$ cat config.mk
export PLATFORM = sky130hd
export DESIGN_NAME = gate_input_debounce
export DESIGN_NICKNAME = d
export VERILOG_FILES = /design/src/rtl/gate_debounce_pkg.sv /design/src/rtl/debounce_ch.sv /design/src/rtl/gate_input_debounce.sv
export SDC_FILE = /design/constraint.sdc
export NUM_CORES = 1
export LEC_CHECK = 0
export ABC_AREA = 1
export ABC_CLOCK_PERIOD_IN_PS = 1770
export CORE_ASPECT_RATIO = 1.5
export CORE_MARGIN = 4
export CORE_UTILIZATION = 36
export CTS_CLUSTER_SIZE = 24
export DETAILED_ROUTE_END_ITERATION = 10
export GPL_TIMING_DRIVEN = 0
export PLACE_DENSITY_LB_ADDON = 0.1
export SETUP_SLACK_MARGIN = 0.4
export SYNTH_ARGS = -nofsm -noshare
export SYNTH_HDL_FRONTEND = slang
export SYNTH_SLANG_ARGS = --single-unit
$ cat constraint.sdc
create_clock -name clk -period 1.77 [get_ports clk]
set_clock_uncertainty 0.05 [all_clocks]
set_input_delay 0.354 -clock clk [delete_from_list [all_inputs] [get_ports clk]]
set_output_delay 0.354 -clock clk [all_outputs]
set_load 0.05 [all_outputs]
$ cat src/rtl/gate_debounce_pkg.sv
// Shared definitions for the gate input debouncer: per-channel FSM encoding and default debounce length.
package gate_debounce_pkg;

  typedef enum logic {
    STABLE   = 1'b0,
    COUNTING = 1'b1
  } dbc_state_e;

  localparam int unsigned DEBOUNCE_CYCLES_DEFAULT = 16;

endpackage

$ cat src/rtl/debounce_ch.sv
// One debounce channel: optional 2-flop synchronizer (GATE_DEBOUNCE_SYNC_EN), mismatch counter, clean register.
// Latency N+2 edges with the synchronizer, N without; upd is a registered pulse coincident with a clean change.
module debounce_ch
  import gate_debounce_pkg::*;
#(
  parameter int unsigned N = DEBOUNCE_CYCLES_DEFAULT
) (
  input  logic clk,
  input  logic rst,
  input  logic raw,
  output logic clean,
  output logic upd
);

  localparam int unsigned CW = $clog2(N) + 1;

  logic          synced;
  dbc_state_e    state_q, state_d;
  logic [CW-1:0] cnt_q, cnt_d;
  logic          clean_q, clean_d;
  logic          upd_q, upd_d;

`ifdef GATE_DEBOUNCE_SYNC_EN
  logic [1:0] sync_q, sync_d;

  always_comb sync_d = {sync_q[0], raw};

  always_ff @(posedge clk) begin
    if (rst) sync_q <= 2'b00;
    else     sync_q <= sync_d;
  end

  assign synced = sync_q[1];
`else
  assign synced = raw;
`endif

  always_comb begin
    state_d = state_q;
    cnt_d   = cnt_q;
    clean_d = clean_q;
    upd_d   = 1'b0;
    case (state_q)
      STABLE: begin
        if (synced != clean_q) begin
          cnt_d   = CW'(1);
          state_d = COUNTING;
        end else begin
          cnt_d = '0;
        end
      end
      COUNTING: begin
        if (synced == clean_q) begin
          cnt_d   = '0;
          state_d = STABLE;
        end else if (cnt_q == CW'(N - 1)) begin
          // This edge is the Nth consecutive mismatch: commit the new level.
          clean_d = ~clean_q;
          upd_d   = 1'b1;
          cnt_d   = '0;
          state_d = STABLE;
        end else begin
          cnt_d = cnt_q + CW'(1);
        end
      end
      default: begin
        cnt_d   = '0;
        state_d = STABLE;
      end
    endcase
  end

  always_ff @(posedge clk) begin
    if (rst) begin
      state_q <= STABLE;
      cnt_q   <= '0;
      clean_q <= 1'b0;
      upd_q   <= 1'b0;
    end else begin
      state_q <= state_d;
      cnt_q   <= cnt_d;
      clean_q <= clean_d;
      upd_q   <= upd_d;
    end
  end

  assign clean = clean_q;
  assign upd   = upd_q;

endmodule

$ cat src/rtl/gate_input_debounce.sv
// Debounces the two bouncy gate switches a_raw/b_raw into clean a/b plus a single chg pulse per update edge.
// Synchronizer inserted when GATE_DEBOUNCE_SYNC_EN is defined; free-running, no handshake.
module gate_input_debounce
  import gate_debounce_pkg::*;
#(
  parameter int unsigned DEBOUNCE_CYCLES = DEBOUNCE_CYCLES_DEFAULT
) (
  input  logic clk,
  input  logic rst,
  input  logic a_raw,
  input  logic b_raw,
  output logic a,
  output logic b,
  output logic chg
);

  logic upd_a, upd_b;

  debounce_ch #(.N(DEBOUNCE_CYCLES)) u_a (
    .clk   (clk),
    .rst   (rst),
    .raw   (a_raw),
    .clean (a),
    .upd   (upd_a)
  );

  debounce_ch #(.N(DEBOUNCE_CYCLES)) u_b (
    .clk   (clk),
    .rst   (rst),
    .raw   (b_raw),
    .clean (b),
    .upd   (upd_b)
  );

  // Both upd flops are registered, so a simultaneous update yields one pulse.
  assign chg = upd_a | upd_b;

endmodule

==> metrics.txt <==
outcome=completed; Layout area overhead=30.3%; area share of the largest cell type after synthesis=45.4%; critical path type=flip-flop to output port; diode count=0; via count=559; largest fanout on the critical path=1; max_cap viols=0; Hold Buf Count CTS=0; Critical R2R Launch=u_b.cnt_q[1]$_SDFF_PP0_; Final Wtd Congestion=0.721; CP arrival=970 ps; worst hold slack=439 ps; drc violations=0; Worst-path clk slew=~90 ps; Via density=4.47; clock sink count=16; final WL=1180 µm; Buffers on Ports=6; f_max=between 0.7 and 0.8 GHz; Nets=114; GR Overflow Total=0; FILL cells=approximately 190; Placement Setup Slack=109 ps; Static Leak=0.000388 µW; min-delay src=u_a.state_q$_SDFF_PP0_; layout cells sized above 1=30.8%; ys flop type=dfxtp_1; die height=slightly above 60 µm; Die ar.=2750 µm²; FFs w/ async S/R, synth=0%; latest clock arrival within the worst-skew pair=280 ps; H-tree levels=1; Root Buffer=clkbuf_4; 1st-pass router iterations=2; Initial Utilization=38.1%; Final Core Density=49.6%; synthesized area=706 µm²; Seq. cell area=around 330 µm²; Initial DRC Count=3; maximum vdd drop=approximately 410 µV; Min-Delay Path Class=flip-flop to flip-flop; IO Pins=7; Max Buffers Root-to-Sink=2; vias in the first global route=588; Tmin final=1380 ps; unrepaired setup endpoints after global routing=true; global-route wire length before repair=2210 µm; pwr dens=710 nW/µm²; post-synth top area cell=dfxtp_1; Final Hold Fails=0; CP startpoint=u_a.upd$_SDFF_PP0_; Max Slew Vio Count=0; yosys warns=0; row cnt=19; top cells by area, synth=dfxtp_1 45%, nor2_1 9.6%, ha_1 8.9%; multi-input logic area=387 µm²; Setup crit end kind=output port; setup tns final=0 ps; GRT Resource Usage Total=10.4%; Post-Layout Cell Count=125; Tcrit/Tclk final=77.7%; post-synthesis sequential area ratio=45.4%; number of distinct library cells after synthesis=17; Syn Inst Count=roughly 90; TritonCTS clock tree=done; die width=around 44 µm; most frequent cells after synthesis=18 x nor2_1, 16 x dfxtp_1, 15 x inv_1, 15 x nand2_1, 5 x ha_1; Placeable Area=1850 µm²; CTS buffer count=3; Slew headroom=83.4%; count leader, synth=nor2_1; Startpoint Class=flip-flop; pin count of the biggest net entering global routing=10; Post-synth EDFFs=0; post-DP HPWL=approximately 870 µm; data required time at the worst endpoint=about 1400 ps; antenna violations before repair=0; placed cells=118; post-synthesis register bit count=16; Final Setup Violations=0; Worst Tran Pin Value=250 ps; antenna-violating nets left=0; Final WS setup=394 ps; Avg WL per Cell=between 9 and 10 µm; net count after synthesis=100; Syn Area/Cell=7.75 µm²
==> logic make-up after synthesis <==
kind of cell	count (synthesis)	share of synthesized area, %
flip-flops	16	45.4
buffers and inverters	17	9.04
AO/OA/AOI/OAI	4	2.84
AND/OR/NAND/NOR	47	31.4
XOR/XNOR	2	2.48
adder cells (fa/ha/maj)	5	8.87
==> cell usage in the layout (no fill, tap or decap), types with 3 or more instances in the layout <==
cell type        synthesis  layout
inv_1                   15      15
nand2_2                  4       5
dfxtp_2                  0       5
clkdlybuf4s50_1          0       3
clkbuf_4                 0       4
dfxtp_1                 16      11
nand2_1                 15      13
buf_4                    0       3
nor2_1                  18      16
==> report_power, final <==
group | internal (µW) | switching (µW) | leakage (µW)
combinational | 20.3 | 22.9 | 0.000235
clock | 125 | 112 | 0.0000210
sequential | 366 | 6.42 | 0.000132
total | 511 | 141 | 0.000388
==> critical path: stages (launching register included) <==
cell	delay [ps]
dfxtp_1	310
or2_4	240
buf_8	150
==> timing repair <==
item | in CTS | in global routing
gates resized for setup | 26 | 14
pin swaps | 0 | 7
endpoints found under the setup margin | 14 | 14
setup buffers | 2 | 1
hold endpoints to repair | 0 | 0
==> registers in the layout, summed over array words and instances (netlist names) <==
signal       cells
u_b.cnt_q        5
u_b.state_q      1
u_b.clean        1
u_a.clean        1
u_b.upd          1
u_a.upd          1
u_a.cnt_q        5
u_a.state_q      1
==> through the flow <==
| step | cell area, µm² | total power [µW] |
|---|---|---|
| final | 920 | 653 |
| after global routing | 920 | 690 |
| after CTS | 853 | 657 |
| after global placement | 792 | 412 |
| after detailed placement | 792 | 412 |
| after floorplan | 706 | 399 |
==> layout make-up <==
class	count	share of cell area, %
repair buffers	9	8.71
well taps	21	2.86
flip-flops and latches	16	35.5
inverters	17	6.94
multi-input cells	58	42.0
clock buffers	4	3.95
==> per-layer routing <==
| layer | track usage, % | share of wire, % | vias up |
|---|---|---|---|
| met1 | 9.89 | 38 | 250 |
| met5 | 0 | 0 | - |
| met4 | 5.66 | 1.4 | 0 |
| li1 | - | - | 304 |
| met2 | 19.0 | 58 | 3 |
| met3 | 2.60 | 2.4 | 2 |
==> final timing paths <==
check	slack, ps	endpoint	depth (start not counted)
worst min-delay path	440	u_a.upd$_SDFF_PP0_	2
worst max register to register	470	u_b.cnt_q[2]$_SDFF_PP0_	8
worst min register to register	440	u_a.upd$_SDFF_PP0_	2
worst max-delay path	390	chg	2
Power figures use the tool's default switching activity.
